**config.mk**
```make
export PLATFORM = sky130hd
export DESIGN_NAME = parking_lot_monitor_flat
export DESIGN_NICKNAME = d
export VERILOG_FILES = /design/src/rtl/parking_lot_monitor_pkg.sv /design/src/rtl/parking_lot_monitor_if.sv /design/src/rtl/parking_lot_monitor_lane_fsm.sv /design/src/rtl/parking_lot_monitor.sv /design/src/flat_wrapper.sv
export SDC_FILE = /design/constraint.sdc
export NUM_CORES = 1
export LEC_CHECK = 0
export CAP_MARGIN = 25
export CORE_MARGIN = 5
export CORE_UTILIZATION = 57
export CTS_BUF_LIST = sky130_fd_sc_hd__clkbuf_8
export CTS_CLUSTER_SIZE = 12
export DETAILED_ROUTE_END_ITERATION = 7
export MAX_ROUTING_LAYER = met4
export PLACE_DENSITY = 0.82
export SLEW_MARGIN = 20
export SYNTH_ARGS = -nofsm -noshare
export SYNTH_HDL_FRONTEND = slang
export SYNTH_SLANG_ARGS = --single-unit
```
**constraint.sdc**
```tcl
create_clock -name clk -period 5.4 [get_ports clk]
set_clock_uncertainty 0.1 [all_clocks]
set_input_delay 1.62 -clock clk [delete_from_list [all_inputs] [get_ports clk]]
set_output_delay 1.62 -clock clk [all_outputs]
set_load 0.01 [all_outputs]
```
**src/rtl/parking_lot_monitor_pkg.sv**
```systemverilog
// Shared types for the parking-lot monitor: lane FSM states and sensor codes.
// Sensor codes are written as {a,b}, a being the outer sensor.
package parking_pkg;

  typedef enum logic [2:0] {IDLE, IN1, IN2, IN3, OUT1, OUT2, OUT3} lane_state_t;

  localparam logic [1:0] CLR   = 2'b00;
  localparam logic [1:0] OUTER = 2'b10;
  localparam logic [1:0] BOTH  = 2'b11;
  localparam logic [1:0] INNER = 2'b01;

endpackage

```
**src/rtl/parking_lot_monitor_if.sv**
```systemverilog
// Sensor inputs and occupancy/status outputs of the parking-lot monitor.
interface parking_lot_monitor_if #(
  parameter int N_LANES  = 2,
  parameter int CAPACITY = 15
);
  localparam int CNT_W = $clog2(CAPACITY + 1);

  logic [N_LANES-1:0] a;
  logic [N_LANES-1:0] b;
  logic               err_clr;
  logic [N_LANES-1:0] enter;
  logic [N_LANES-1:0] exit;
  logic [CNT_W-1:0]   count;
  logic               full;
  logic               empty;
  logic               overflow;
  logic               underflow;

  modport master (
    output a, b, err_clr,
    input  enter, exit, count, full, empty, overflow, underflow
  );

  modport slave (
    input  a, b, err_clr,
    output enter, exit, count, full, empty, overflow, underflow
  );
endinterface

```
**src/rtl/parking_lot_monitor_lane_fsm.sv**
```systemverilog
// One lane's entry/exit sequence decoder; events are combinational and
// asserted on the edge that samples CLR from IN3/OUT3.
module lane_fsm
  import parking_pkg::*;
(
  input  logic clk,
  input  logic reset,
  input  logic a,
  input  logic b,
  output logic ent_evt,
  output logic ext_evt
);

  lane_state_t state, state_nxt;
  logic [1:0]  ab;

  assign ab = {a, b};

  always_comb begin
    state_nxt = state;
    unique case (state)
      IDLE: if (ab == OUTER) state_nxt = IN1;
            else if (ab == INNER) state_nxt = OUT1;
      IN1:  if (ab == BOTH) state_nxt = IN2;
            else if (ab == CLR) state_nxt = IDLE;
      IN2:  if (ab == INNER) state_nxt = IN3;
            else if (ab == OUTER) state_nxt = IN1;
      IN3:  if (ab == CLR) state_nxt = IDLE;
            else if (ab == BOTH) state_nxt = IN2;
      OUT1: if (ab == BOTH) state_nxt = OUT2;
            else if (ab == CLR) state_nxt = IDLE;
      OUT2: if (ab == OUTER) state_nxt = OUT3;
            else if (ab == INNER) state_nxt = OUT1;
      OUT3: if (ab == CLR) state_nxt = IDLE;
            else if (ab == BOTH) state_nxt = OUT2;
      default: state_nxt = IDLE;
    endcase
  end

  assign ent_evt = (state == IN3)  && (ab == CLR);
  assign ext_evt = (state == OUT3) && (ab == CLR);

  always_ff @(posedge clk) begin
    if (reset) state <= IDLE;
    else       state <= state_nxt;
  end

endmodule

```
**src/rtl/parking_lot_monitor.sv**
```systemverilog
// Multi-lane parking-lot monitor: per-lane entry/exit pulses, saturating
// occupancy count with full/empty and sticky overflow/underflow flags.
module parking_lot_monitor
  import parking_pkg::*;
#(
  parameter int N_LANES  = 2,
  parameter int CAPACITY = 15
) (
  input  logic                   clk,
  input  logic                   reset,
  parking_lot_monitor_if.slave   bus
);

  localparam int CNT_W = $clog2(CAPACITY + 1);
  // Kept at least 5 bits so a popcount of up to 8 lanes never wraps.
  localparam int SW    = (CNT_W + 2 > 5) ? CNT_W + 2 : 5;

  logic [N_LANES-1:0] ent_evt, ext_evt;

  for (genvar i = 0; i < N_LANES; i++) begin : g_lane
    lane_fsm u_lane (
      .clk     (clk),
      .reset   (reset),
      .a       (bus.a[i]),
      .b       (bus.b[i]),
      .ent_evt (ent_evt[i]),
      .ext_evt (ext_evt[i])
    );
  end

  logic [3:0]           e_cnt, x_cnt;
  logic signed [SW-1:0] sum;
  logic [CNT_W-1:0]     cnt_nxt;
  logic                 ovf_set, udf_set;
  logic [CNT_W-1:0]     cnt_q;

  always_comb begin
    e_cnt = '0;
    x_cnt = '0;
    for (int i = 0; i < N_LANES; i++) begin
      e_cnt = e_cnt + 4'(ent_evt[i]);
      x_cnt = x_cnt + 4'(ext_evt[i]);
    end
  end

  // Entries and exits net out before saturation is applied.
  always_comb begin
    sum     = $signed(SW'(cnt_q)) + $signed(SW'(e_cnt)) - $signed(SW'(x_cnt));
    ovf_set = 1'b0;
    udf_set = 1'b0;
    cnt_nxt = cnt_q;
    if (sum > $signed(SW'(CAPACITY))) begin
      ovf_set = 1'b1;
      cnt_nxt = CNT_W'(CAPACITY);
    end else if (sum < 0) begin
      udf_set = 1'b1;
      cnt_nxt = '0;
    end else begin
      cnt_nxt = CNT_W'(sum);
    end
  end

  always_ff @(posedge clk) begin
    if (reset) begin
      cnt_q         <= '0;
      bus.enter     <= '0;
      bus.exit      <= '0;
      bus.full      <= 1'b0;
      bus.empty     <= 1'b1;
      bus.overflow  <= 1'b0;
      bus.underflow <= 1'b0;
    end else begin
      cnt_q         <= cnt_nxt;
      bus.enter     <= ent_evt;
      bus.exit      <= ext_evt;
      bus.full      <= (cnt_nxt == CNT_W'(CAPACITY));
      bus.empty     <= (cnt_nxt == '0);
      bus.overflow  <= ovf_set | (bus.overflow  & ~bus.err_clr);
      bus.underflow <= udf_set | (bus.underflow & ~bus.err_clr);
    end
  end

  assign bus.count = cnt_q;

endmodule

```
**src/flat_wrapper.sv**
```systemverilog
// flat-port wrapper written by rule: the top's interface ports become plain ports
module parking_lot_monitor_flat import parking_pkg::*;
#(
  parameter int N_LANES  = 2,
  parameter int CAPACITY = 15
)
  (clk, reset, bus_a, bus_b, bus_err_clr, bus_enter, bus_exit, bus_count, bus_full, bus_empty, bus_overflow, bus_underflow);
  parking_lot_monitor_if #(.N_LANES(N_LANES), .CAPACITY(CAPACITY)) bus_i ();
  input  logic clk;
  input  logic reset;
  input wire logic [$bits(bus_i.a)-1:0] bus_a;
  input wire logic [$bits(bus_i.b)-1:0] bus_b;
  input wire logic [$bits(bus_i.err_clr)-1:0] bus_err_clr;
  output wire logic [$bits(bus_i.enter)-1:0] bus_enter;
  output wire logic [$bits(bus_i.exit)-1:0] bus_exit;
  output wire logic [$bits(bus_i.count)-1:0] bus_count;
  output wire logic [$bits(bus_i.full)-1:0] bus_full;
  output wire logic [$bits(bus_i.empty)-1:0] bus_empty;
  output wire logic [$bits(bus_i.overflow)-1:0] bus_overflow;
  output wire logic [$bits(bus_i.underflow)-1:0] bus_underflow;
  assign bus_i.a = bus_a;
  assign bus_i.b = bus_b;
  assign bus_i.err_clr = bus_err_clr;
  assign bus_enter = bus_i.enter;
  assign bus_exit = bus_i.exit;
  assign bus_count = bus_i.count;
  assign bus_full = bus_i.full;
  assign bus_empty = bus_i.empty;
  assign bus_overflow = bus_i.overflow;
  assign bus_underflow = bus_i.underflow;
  parking_lot_monitor #(.N_LANES(N_LANES), .CAPACITY(CAPACITY)) u_core (.clk(clk), .reset(reset), .bus(bus_i));
endmodule
```
==> summary.txt <==
Layout
  • Final core utilization: 69.24%
  • Nets: 213
  • Share of layout cells above drive strength 1: 10.11%
  • P&R area growth vs syn: 19.12%
  • Fin cells: 218
  • Diodes inserted: 0

Flow run
  • Max cap viols: 0

STA
  • Slew @ Worst Pin: 0.6613 ns
  • Final hold viol count: 0
  • Final worst slack: 0.1659 ns
  • Final Setup Violations: 0
  • Tcrit/Tclk final: 96.93%
  • Final slew viol count: 0
  • Fmax: 191.1 MHz
  • Slew HR: 55.78%
  • Tmin final: 5.234 ns
  • Sum of negative setup slack: 0 ns

Place
  • Gp weighted congestion: 0.8946
  • I/O Buffers: 18
  • Post-DP HPWL: 2.264 mm
  • Place WS: -0.09051 ns
  • Cell Count Post-Placement: 214

Hold path
  • Type of the tightest min-delay check: reg -> reg
  • Hold Crit Depth: 2

Route
  • Routed len/inst: 13.93 µm
  • 1st-iter DRT viols: 35
  • Final ANT Viol Nets: 0
  • Vias per cell: 5.853
  • Number of remaining DRC errors: 0
  • Total number of vias: 1276
  • Pre-antenna DRT Iters: 4
  • WL final: 3.036 mm

Yosys
  • Yosys reg bits: 18
  • Synthesized area: 1414 µm²
  • Sequential element share of the synthesized area: 25.49%
  • Ys flop type: dfxtp_1
  • Synth Net Count: 194
  • Unique masters post-synth: 44
  • Number of flops mapped to enable cells by yosys: 0
  • Asr flop ratio synth: 0%
  • Ys Warns: 0
  • Syn Area/Cell: 8.317 µm²
  • Syn Inst Count: 170

Clock tree
  • Clk_lat worst skew: 0.26 ns
  • CTS tree: done
  • Clock sink count: 18
  • Cts bufs inserted: 3
  • Clk root buf: clkbuf_8
  • Clock Path Buffers: 2
  • H-tree depth: 1
  • # hold bufs at CTS: 0
  • Postcts setup bufs: 0
  • Clock transition at the registers of the reported paths: 0.07 ns

Pwr
  • Lkg Pwr: 0.6785 nW
  • Power Density: 393.4 nW/µm²
  • Worst VDD drop: 0.3145 mV
  • Final Total Pwr: 662.6 µW

GRT
  • Vias in the first global route: 1237
  • Global route overflow: 0
  • Initial antenna violation count: 0
  • Total GRT Usage: 18.71%
  • First-pass GRT wire length: 5.050 mm
  • Largest net degree at the start of global routing: 18

Setup path
  • Crit path launch type: primary input
  • CP required: 5.45 ns
  • Crit path max fanout: 5
  • Worst r2r path cells: 13
  • Kind of end point of the critical path: flip-flop
  • Critical path class: in -> reg
  • WP data arrival: 5.28 ns

Die
  • Die area: 3577 µm²
  • Initial Util: 58.13%
  • # IOs: 19
  • Die height: 59.81 µm
  • Horiz. Die Dim: 59.81 µm
  • Std cell rows: 18
  • Core area: 2432 µm²

Outcome
  • Status: finished clean
worst paths after layout:
check / from / end / slack (ns)
max: bus_b[1] / u_core.bus.full / 0.17
min reg2reg: u_core.bus.overflow / u_core.bus.overflow / 0.39
min: u_core.bus.overflow / u_core.bus.overflow / 0.39
max reg2reg: u_core.g_lane[0].u_lane.state[2] / u_core.bus.full / 1.58
layer usage:
layer | share of wire [%] | track usage (%) | vias up | wire length (µm)
li1 | - | - | 637 | -
met1 | 43 | 20.16 | 603 | 1299
met2 | 52 | 33.49 | 32 | 1571
met3 | 3.7 | 2.376 | 4 | 111
met4 | 1.7 | 8.861 | 0 | 53
met5 | 0 | - | - | 0
where the power goes:
group	total, mW	switching [mW]	internal (mW)
logic	0.351	0.183	0.168
registers	0.200	0.0346	0.165
clock network	0.112	0.0472	0.0648
total	0.663	0.265	0.398
layout by cell type (no fill, tap or decap), types with 4 or more instances in the layout:
master            n
nor2b_1           6
ha_1             14
buf_4             4
clkbuf_8          4
nor2_1           12
clkdlybuf4s50_1  18
a21oi_1          11
o21ai_0           6
dfxtp_1          18
nand2_1          11
inv_1            21
xor2_1            4
nor3_1            8
flip-flops by register name (all words and copies together) (netlist names):
name	cells
u_core.bus.enter	2
u_core.bus.count	4
u_core.bus.exit	2
u_core.bus.overflow	1
u_core.g_lane.u_lane.state	6
u_core.bus.full	1
u_core.bus.underflow	1
u_core.bus.empty	1
synth_stat cells (2+ instances only):
library cell | number | area, µm²
inv_1 | 21 | 78.83
dfxtp_1 | 18 | 360.4
ha_1 | 14 | 175.2
a21oi_1 | 12 | 60.06
nor2_1 | 12 | 45.04
nand2_1 | 11 | 41.29
nor3_1 | 9 | 45.04
nor2b_1 | 6 | 37.54
o21ai_0 | 6 | 30.03
xor2_1 | 4 | 35.03
a21o_1 | 3 | 22.52
buf_2 | 3 | 15.01
clkbuf_1 | 3 | 11.26
fa_1 | 3 | 60.06
nand2b_1 | 3 | 18.77
o31ai_1 | 3 | 22.52
a211oi_1 | 2 | 15.01
a21oi_2 | 2 | 17.52
a31oi_1 | 2 | 12.51
buf_6 | 2 | 22.52
mux2i_1 | 2 | 20.02
nand3b_1 | 2 | 15.01
o2111ai_1 | 2 | 17.52
o22ai_1 | 2 | 12.51
o32ai_1 | 2 | 17.52
or4b_4 | 2 | 27.53
xnor2_1 | 2 | 17.52
kinds of logic after synthesis:
| group | synth area share, % |
|---|---|
| compound gates | 22.74 |
| xor+xnor | 3.717 |
| fa+ha+maj | 16.64 |
| buf+inv | 9.026 |
| flops | 25.49 |
| mux | 3.009 |
| simple gates | 19.38 |
critical path, stage by stage:
cell and delay [ns]:
clkdlybuf4s50_1 0.51, inv_1 0.07, ha_1 0.21, nand2_1 0.11, nor3_2 0.05, ha_1 0.29, inv_1 0.04, fa_1 0.54
fa_1 0.43, nand2b_1 0.18, fa_1 0.43, nand2b_1 0.19, a21oi_2 0.20, xnor2_2 0.12, a221oi_1 0.29
through the flow:
step / instance area, µm² / hold WS [ns]
finish: 1684 / 0.3865
global route: 1684 / 0.4393
CTS: 1668 / 0.3853
detailed placement: 1613 / 0.3743
global placement: 1613 / 0.3753
floorplan: 1414 / 0.3994
cell type report:
class                   instances  area [µm²]
well taps                      30       37.54
repair buffers                 22       210.2
fillers                       187       748.2
inverters                      21       78.83
flip-flops and latches         18       360.3
clock buffers                   4       55.05
multi-input cells             123       942.2
timing repair:
item                                    4_1_cts  5_1_grt
endpoints found under the setup margin        0        3
hold endpoints to repair                      0        0
resized for setup                             0        3
No activity file was read; power rests on OpenSTA's default activity.
